[src/rtl/dcache_responder.sv]
// Direct-mapped write-back data cache (one word per line) and its main-memory sequencer.
// Optional DCACHE_STATS_EN adds saturating hit/miss/writeback counters.
module dcache_responder #(
    parameter int unsigned NUM_LINES = 16,
    parameter int unsigned ADDR_W    = 32,
    parameter int unsigned DATA_W    = 32
) (
    input  logic              clk,
    input  logic              rst_n,
    input  logic [ADDR_W-1:0] addr,
    input  logic [DATA_W-1:0] write_data,
    input  logic              we_cache,
    input  logic              cache_input_type,
    input  logic              set_valid,
    input  logic              set_dirty,
    input  logic              we_memory,
    input  logic              fill_req,
    output logic              cache_hit,
    output logic              cache_dirty,
    output logic [DATA_W-1:0] read_data,
    output logic              busy,
    output logic              fill_done,
    output logic              proto_err,
`ifdef DCACHE_STATS_EN
    output logic [31:0]       stat_hits,
    output logic [31:0]       stat_misses,
    output logic [31:0]       stat_wbs,
`endif
    output logic [ADDR_W-1:0] mem_addr,
    output logic [DATA_W-1:0] mem_wdata,
    output logic              mem_we,
    output logic              mem_re,
    input  logic [DATA_W-1:0] mem_rdata,
    input  logic              mem_ack
);

    localparam int unsigned INDEX_W = $clog2(NUM_LINES);
    localparam int unsigned TAG_W   = ADDR_W - INDEX_W - 2;

    typedef enum logic [1:0] {
        S_IDLE = 2'd0,
        S_WB   = 2'd1,
        S_FILL = 2'd2
    } state_t;

    // Cache arrays: only valid/dirty are reset
    logic [TAG_W-1:0]     r_tag   [NUM_LINES];
    logic [DATA_W-1:0]    r_data  [NUM_LINES];
    logic [NUM_LINES-1:0] r_valid;
    logic [NUM_LINES-1:0] r_dirty;

    state_t               r_state;
    state_t               w_state_nxt;
    logic                 r_pend_fill;
    logic [ADDR_W-1:0]    r_fill_addr;
    logic [DATA_W-1:0]    r_fill_buf;
    logic                 r_busy;
    logic                 r_fill_done;
    logic                 r_proto_err;
    logic [ADDR_W-1:0]    r_mem_addr;
    logic [DATA_W-1:0]    r_mem_wdata;
    logic                 r_mem_we;
    logic                 r_mem_re;

    logic                 w_pend_fill_nxt;
    logic [ADDR_W-1:0]    w_fill_addr_nxt;
    logic [DATA_W-1:0]    w_fill_buf_nxt;
    logic                 w_fill_done_nxt;
    logic                 w_proto_err_nxt;
    logic [ADDR_W-1:0]    w_mem_addr_nxt;
    logic [DATA_W-1:0]    w_mem_wdata_nxt;
    logic                 w_mem_we_nxt;
    logic                 w_mem_re_nxt;

    logic [INDEX_W-1:0]   w_idx;
    logic [TAG_W-1:0]     w_tag;
    logic [ADDR_W-1:0]    w_word_addr;
    logic                 w_cmd;
    logic                 w_unused_addr_lsb;

    assign w_idx             = addr[INDEX_W+1:2];
    assign w_tag             = addr[ADDR_W-1:INDEX_W+2];
    assign w_word_addr       = {addr[ADDR_W-1:2], 2'b00};
    assign w_cmd             = we_memory | fill_req;
    assign w_unused_addr_lsb = ^addr[1:0];

    assign cache_hit   = r_valid[w_idx] && (r_tag[w_idx] == w_tag);
    assign cache_dirty = r_valid[w_idx] && r_dirty[w_idx];
    assign read_data   = r_data[w_idx];

    assign busy      = r_busy;
    assign fill_done = r_fill_done;
    assign proto_err = r_proto_err;
    assign mem_addr  = r_mem_addr;
    assign mem_wdata = r_mem_wdata;
    assign mem_we    = r_mem_we;
    assign mem_re    = r_mem_re;

    // Line data/tag update; victim reads above see pre-write contents
    always_ff @(posedge clk) begin
        if (we_cache) begin
            r_data[w_idx] <= cache_input_type ? write_data : r_fill_buf;
            r_tag[w_idx]  <= w_tag;
        end
    end

    always_ff @(posedge clk) begin
        if (!rst_n) begin
            r_valid <= '0;
            r_dirty <= '0;
        end else if (we_cache) begin
            r_valid[w_idx] <= set_valid;
            r_dirty[w_idx] <= set_dirty;
        end
    end

    // State and registered outputs
    always_ff @(posedge clk) begin
        if (!rst_n) begin
            r_state     <= S_IDLE;
            r_pend_fill <= 1'b0;
            r_fill_addr <= '0;
            r_fill_buf  <= '0;
            r_busy      <= 1'b0;
            r_fill_done <= 1'b0;
            r_proto_err <= 1'b0;
            r_mem_addr  <= '0;
            r_mem_wdata <= '0;
            r_mem_we    <= 1'b0;
            r_mem_re    <= 1'b0;
        end else begin
            r_state     <= w_state_nxt;
            r_pend_fill <= w_pend_fill_nxt;
            r_fill_addr <= w_fill_addr_nxt;
            r_fill_buf  <= w_fill_buf_nxt;
            r_busy      <= (w_state_nxt != S_IDLE);
            r_fill_done <= w_fill_done_nxt;
            r_proto_err <= w_proto_err_nxt;
            r_mem_addr  <= w_mem_addr_nxt;
            r_mem_wdata <= w_mem_wdata_nxt;
            r_mem_we    <= w_mem_we_nxt;
            r_mem_re    <= w_mem_re_nxt;
        end
    end

    // Next state: writeback always precedes a same-cycle fill
    always_comb begin
        w_state_nxt = r_state;
        case (r_state)
            S_IDLE: begin
                if (we_memory)     w_state_nxt = S_WB;
                else if (fill_req) w_state_nxt = S_FILL;
            end
            S_WB: begin
                if (mem_ack) w_state_nxt = r_pend_fill ? S_FILL : S_IDLE;
            end
            S_FILL: begin
                if (mem_ack) w_state_nxt = S_IDLE;
            end
            default: w_state_nxt = S_IDLE;
        endcase
    end

    // Next values of the registered outputs and datapath
    always_comb begin
        w_pend_fill_nxt = r_pend_fill;
        w_fill_addr_nxt = r_fill_addr;
        w_fill_buf_nxt  = r_fill_buf;
        w_fill_done_nxt = 1'b0;
        w_proto_err_nxt = r_proto_err | ((r_state != S_IDLE) & w_cmd);
        w_mem_addr_nxt  = r_mem_addr;
        w_mem_wdata_nxt = r_mem_wdata;
        w_mem_we_nxt    = r_mem_we;
        w_mem_re_nxt    = r_mem_re;
        case (r_state)
            S_IDLE: begin
                if (we_memory) begin
                    w_mem_addr_nxt  = {r_tag[w_idx], w_idx, 2'b00};
                    w_mem_wdata_nxt = r_data[w_idx];
                    w_mem_we_nxt    = 1'b1;
                    w_pend_fill_nxt = fill_req;
                    w_fill_addr_nxt = w_word_addr;
                end else if (fill_req) begin
                    w_mem_addr_nxt  = w_word_addr;
                    w_mem_re_nxt    = 1'b1;
                end
            end
            S_WB: begin
                if (mem_ack) begin
                    w_mem_we_nxt = 1'b0;
                    if (r_pend_fill) begin
                        w_mem_addr_nxt  = r_fill_addr;
                        w_mem_re_nxt    = 1'b1;
                        w_pend_fill_nxt = 1'b0;
                    end
                end
            end
            S_FILL: begin
                if (mem_ack) begin
                    w_fill_buf_nxt  = mem_rdata;
                    w_mem_re_nxt    = 1'b0;
                    w_fill_done_nxt = 1'b1;
                end
            end
            default: begin
                w_mem_we_nxt = 1'b0;
                w_mem_re_nxt = 1'b0;
            end
        endcase
    end

`ifdef DCACHE_STATS_EN
    logic [31:0] r_stat_hits;
    logic [31:0] r_stat_misses;
    logic [31:0] r_stat_wbs;
    logic        w_hit_evt;
    logic        w_wb_evt;

    assign w_hit_evt   = (r_state == S_IDLE) & ~fill_req & we_cache & cache_input_type;
    assign w_wb_evt    = (r_state == S_IDLE) & we_memory;
    assign stat_hits   = r_stat_hits;
    assign stat_misses = r_stat_misses;
    assign stat_wbs    = r_stat_wbs;

    // Saturating event counters
    always_ff @(posedge clk) begin
        if (!rst_n) begin
            r_stat_hits   <= '0;
            r_stat_misses <= '0;
            r_stat_wbs    <= '0;
        end else begin
            if (w_hit_evt && (r_stat_hits != '1))     r_stat_hits   <= r_stat_hits + 32'(1);
            if (r_fill_done && (r_stat_misses != '1)) r_stat_misses <= r_stat_misses + 32'(1);
            if (w_wb_evt && (r_stat_wbs != '1))       r_stat_wbs    <= r_stat_wbs + 32'(1);
        end
    end
`endif

endmodule

[config.mk]
export PLATFORM = sky130hd
export DESIGN_NAME = dcache_responder
export DESIGN_NICKNAME = d
export VERILOG_FILES = /design/src/rtl/dcache_responder.sv
export SDC_FILE = /design/constraint.sdc
export NUM_CORES = 1
export LEC_CHECK = 0
export CORE_MARGIN = 4
export CORE_UTILIZATION = 34
export CTS_BUF_LIST = sky130_fd_sc_hd__clkbuf_8
export DETAILED_ROUTE_END_ITERATION = 8
export SLEW_MARGIN = 5
export SYNTH_ARGS = -nofsm -noshare
export SYNTH_HDL_FRONTEND = slang
export SYNTH_SLANG_ARGS = --single-unit
[constraint.sdc]
create_clock -name clk -period 4.81 [get_ports clk]
set_input_delay 0.962 -clock clk [delete_from_list [all_inputs] [get_ports clk]]
set_output_delay 0.962 -clock clk [all_outputs]
set_load 0.05 [all_outputs]
Word-level counts from Yosys, hierarchy flattened
Memories as Yosys holds them, arrays and structs flattened.
Index checks and enable logic that the tools add are counted.
{"block": "word_totals", "elab_cells": 78, "output_inout_bits": 103, "mem_count": 2, "ram_bits": 928, "ff_bits": 166}
{"block": "classes", "order_cmp": 2, "reduce_logical": 14, "bitwise": 4, "n_mux": 33, "eq_ne": 10}
{"name": "r_data", "depth": 16, "word_bits": 32, "read_ports": 1, "rd_ports_with_merged_regs": 0, "wr": 1, "line": "48", "text": "logic [DATA_W-1:0] r_data [NUM_LINES];"}
{"name": "r_tag", "depth": 16, "word_bits": 26, "read_ports": 1, "rd_ports_with_merged_regs": 0, "wr": 1, "line": "47", "text": "logic [TAG_W-1:0] r_tag [NUM_LINES];"}
{"cell": "$mux W32", "n": 5}
{"cell": "$pmux W32 S2", "n": 1}
{"cell": "$bwmux W16", "n": 2}
{"cell": "$eq A26 B26 Y1", "n": 1}
{"cell": "$mux W1", "n": 13}
{"cell": "$ne A2 B2 Y1 const B", "n": 6}
{"cell": "$mux W2", "n": 5}
{"cell": "$bmux W1 S4", "n": 2}
{"cell": "$pmux W1 S3", "n": 2}
{"cell": "$pmux W2 S3", "n": 1}
{"cell": "$reduce_and A2 Y1", "n": 3}
{"cell": "$reduce_and A3 Y1", "n": 2}
{"cell": "$reduce_bool A2 Y1", "n": 3}
{"cell": "$lt A4 B5 Y1 const B", "n": 1}
{"cell": "$reduce_and A5 Y1", "n": 1}
{"cell": "$demux W1 S4", "n": 1}
{"cell": "$ge A4 B1 Y1 const B", "n": 1}
{"cell": "$reduce_and A4 Y1", "n": 1}
{"cell": "$logic_and A1 B1 Y1", "n": 3}
{"cell": "$ne A3 B3 Y1 const B", "n": 1}
{"cell": "$eq A2 B1 Y1 const B", "n": 1}
{"cell": "$eq A2 B2 Y1 const B", "n": 1}
{"cell": "$logic_not A2 Y1", "n": 1}
{"cell": "$or A1 B1 Y1", "n": 2}
{"cell": "other kinds (3)", "n": 3}

Depth between registers and ports, before layout
{"block": "depth", "word_depth": 5, "ltp_mapped": 11, "mapped_depth_nobuf": 7}

Least setup slack after synthesis
OpenSTA, ideal clock, no wires.
{"block": "synth_timing", "path_kind": "input to register", "from": "in addr[4]", "to": "mem r_data[6][0] (enable)", "setup_ps": 477, "required_ps": 4333, "arrival_time_ps": 4487, "stages": 6, "slack_ps": -154, "n_path_buf": 3, "path_cell_list": "clkbuf_1 -> nor2b_1 -> clkbuf_1 -> nand2_1 -> clkbuf_1 -> nor2_1"}
{"element": "from (decl)", "line": "10", "text": "input logic [ADDR_W-1:0] addr,"}
{"element": "to (decl)", "line": "48"}
Straight into the memory's write port.

Worst setup path in the final report
{"block": "layout_timing", "from": "in addr[3]", "to": "out cache_hit"}
{"block": "layout_via", "elab_chain_len": 3, "elab_cells_between_ends": 5, "classes_between": "eq/ne (1); mux (2); reduce/logical (1); memory (1)"}
{"element": "$mem_v2 Z16 W26 / $bmux W1 S4 (equally long branches)"}
{"element": "$eq A26 B26 Y1 / $mux W1 (equally long branches)", "line": "87", "text": "assign cache_hit = r_valid[w_idx] && (r_tag[w_idx] == w_tag);"}
{"element": "$logic_and A1 B1 Y1 *", "line": "87"}
{"element": "to (decl)", "line": "18", "text": "output logic cache_hit,"}
Mark *: on every way between the ends. The rest lies on a longest branch, timed or not. The select of a mux whose other input is x is not followed.

==> impl_metrics.csv <==
group,metric,value,unit
outcome,status,"finished, final reports clean",
placement,portBuffers,203,
routing,vias_per_cell,5.21,
finish,design_area,51200,µm²
synthesis,ys_ff_latch,1092,
worst_setup_path,path_max_fanout,42,
synthesis,synth-simple-area-share,0.0361,
finish,layout_commonest_cell,"edfxtp_1",
timing,period_share,0.971,
floorplan,ios,208,
floorplan,fp.dieH,364,µm
timing,max_freq,214,MHz
synthesis,async_reset_ff_frac,0,
synthesis,synth_xor_area_frac,0.00467,
placement,placed_area,47800,µm²
placement,gp_congestion,0.847,
worst_hold_path,hold_path.class,"primary input to flop",
routing,drt_iter0_drc,2267,
synthesis,synthMuxAreaShare,0.169,
power,total_power,20.3,mW
routing,drt-total-wl,113,mm
clock_network,htree_levels,4,
floorplan,die_area,133000,µm²
synthesis,yosys_warnings,0,
timing,fin_crit,4670,ps
clock_network,cts_tree,"built",
finish,syn_to_final_growth,18.8,%
power,cellPowerDensity,396,nW/µm²
worst_setup_path,critPathCaptureType,"primary output",
timing,slew_violations,0,
clock_network,cts.path.max_buffers,3,
global_routing,grt-ovfl-total,0,
timing,hold_viol,0,
global_routing,grt_first_pass_wirelength,165,mm
clock_network,cts.sinks,1092,
synthesis,synthAdderAreaFrac,0,
routing,firstDrtPassIters,5,
floorplan,core,126000,µm²
global_routing,first_global_vias,24600,
synthesis,synth-compound-area-share,0.0495,
global_routing,grt_start_max_net_pins,86,
global_routing,grt_use_total,0.170,
synthesis,syn_inst,2348,
timing,fin_skew,25.8,ps
finish,drive_gt1_frac,0.259,
synthesis,synth_edf_count,928,
synthesis,syn_area,43100,µm²
synthesis,synth_top_family_by_area,"multiplexers",
global_routing,grt_antenna_before_repair,7,
routing,drc,0,
clock_network,clk_pin_slew,60,ps
worst_setup_path,required,3850,ps
worst_setup_path,critPathKind,"primary input to primary output",
routing,detailroute.via_count,23600,
finish,mostFrequentLayoutCells,"928 x edfxtp_1, 265 x mux4_2, 256 x nand2_1",
timing,worst_pin_slew,1140,ps
clock_network,insertion_delay,860,ps
finish,fin_util,0.407,
floorplan,rows,130,
power,p_leak,17.0,nW
floorplan,initial_core_util,0.343,
placement,dp_hpwl,65.7,mm
flow_run,cap_violations,0,
power,irDropWorstVdd,0.000273,V
clock_network,post_cts_buffers,0,
routing,ant_nets,0,
synthesis,syn_area_per_cell,18.4,µm²
worst_setup_path,crit_arrival,3710,ps
synthesis,yosysSeqAreaShare,0.722,
routing,wl_per_cell,25.1,µm
finish,instances_no_fill,4523,
clock_network,cts_buffers,179,
timing,setup_tns,0,ps
worst_setup_path,startpoint_type,"primary input",
floorplan,die-width,364,µm
finish,fin_nets,2826,
placement,place_inst,4190,
timing,finalSetupViolCount,0,
timing,maxSlewHeadroom,0.241,
synthesis,ys.flop_type,"edfxtp_1",
synthesis,synth.distinct_cells,62,
clock_network,ctsRootBufferMaster,"clkbuf_8",
==> final cells by class <==
| class | instances | area [µm²] |
|---|---|---|
| Tap cell | 1650 | 2060 |
| Clock inverter | 145 | 892 |
| Sequential cell | 1092 | 31100 |
| Inverter | 19 | 73.8 |
| Timing Repair Buffer | 340 | 3190 |
| Multi-Input combinational cell | 1089 | 11300 |
| Clock buffer | 184 | 2530 |
| Fill cell | 11300 | 74700 |
| Antenna cell | 4 | 10.0 |
==> layer usage <==
metal  part of all wire  global-route usage
met1               0.43               0.230
met4              0.022              0.0502
met5           0.000097                   0
met2               0.48               0.275
met3              0.072              0.0417
==> power breakdown <==
group,switching (mW),total (mW),internal (mW)
clock network,3.76,7.78,4.02
logic,1.22,1.94,0.720
registers,0.0779,10.6,10.5
total,5.06,20.3,15.2
==> path summary, 6_finish.rpt <==
path	start	end	slack (ps)	depth (start not counted)
min reg2reg	r_fill_addr[23]$_SDFFE_PN0P_	r_fill_addr[23]$_SDFFE_PN0P_	460	2
max reg2reg	r_state[0]$_SDFF_PN0_	mem_addr[26]$_SDFFE_PN0P_	2110	6
min	addr[3]	r_fill_addr[3]$_SDFFE_PN0P_	450	3
max	addr[3]	cache_hit	140	13
==> per-stage QoR <==
step / hold slack (ps) / worst slack (ps)
detailed placement: 454 / 46.3
floorplan: 440 / -98.7
finish: 447 / 138
global placement: 448 / 37.9
CTS: 367 / 53.0
global route: 426 / -1.26
==> repair_timing <==
item | CTS | global route
hold endpoints to repair | 0 | 0
hold buffers | 0 | 0
resized for setup | 0 | 8
setup endpoints to repair | 0 | 1
==> logic make-up (layout without fill, tap and decap cells) <==
group,after synthesis,in the layout
DFF,1092,1092
muxes,383,383
and+or+nand+nor,366,366
AOI/OAI and AO/OA,315,315
buffers and inverters,168,688
xor gates and xnor gates,23,23
other,1,6
==> synthesized netlist by cell type (13+ instances only) <==
library cell,instances,area share
nand2_1,257,0.022
edfxtp_1,928,0.65
mux2_2,40,0.010
nor2_1,34,0.0030
a21oi_1,46,0.0053
buf_1,13,0.0011
buf_2,35,0.0041
dfxtp_1,164,0.076
o21ai_0,66,0.0077
inv_1,16,0.0014
mux2i_1,72,0.017
mux4_2,265,0.14
clkbuf_1,81,0.0070
a21boi_0,124,0.022
nor2b_1,32,0.0046
a22oi_1,22,0.0038
xor2_1,13,0.0026
==> state kept, by name, indices dropped and copies added, names as in the netlist <==
register / cells
r_dirty: 16
r_state: 2
r_data: 512
mem_re: 1
r_fill_buf: 32
mem_we: 1
proto_err: 1
r_valid: 16
busy: 1
mem_addr: 30
r_pend_fill: 1
r_tag: 416
fill_done: 1
mem_wdata: 32
r_fill_addr: 30
==> worst max-delay path: stages <==
cell      delay (ps)
buf_8            160
buf_16           280
buf_4            200
buf_4            310
mux2i_1          160
mux4_2           500
nand2_1           80
o21ai_0          130
a21oi_1          210
nand4b_1         130
nor4_2           230
buf_4            190
buf_12           140
(Power assumes the default switching activity.)
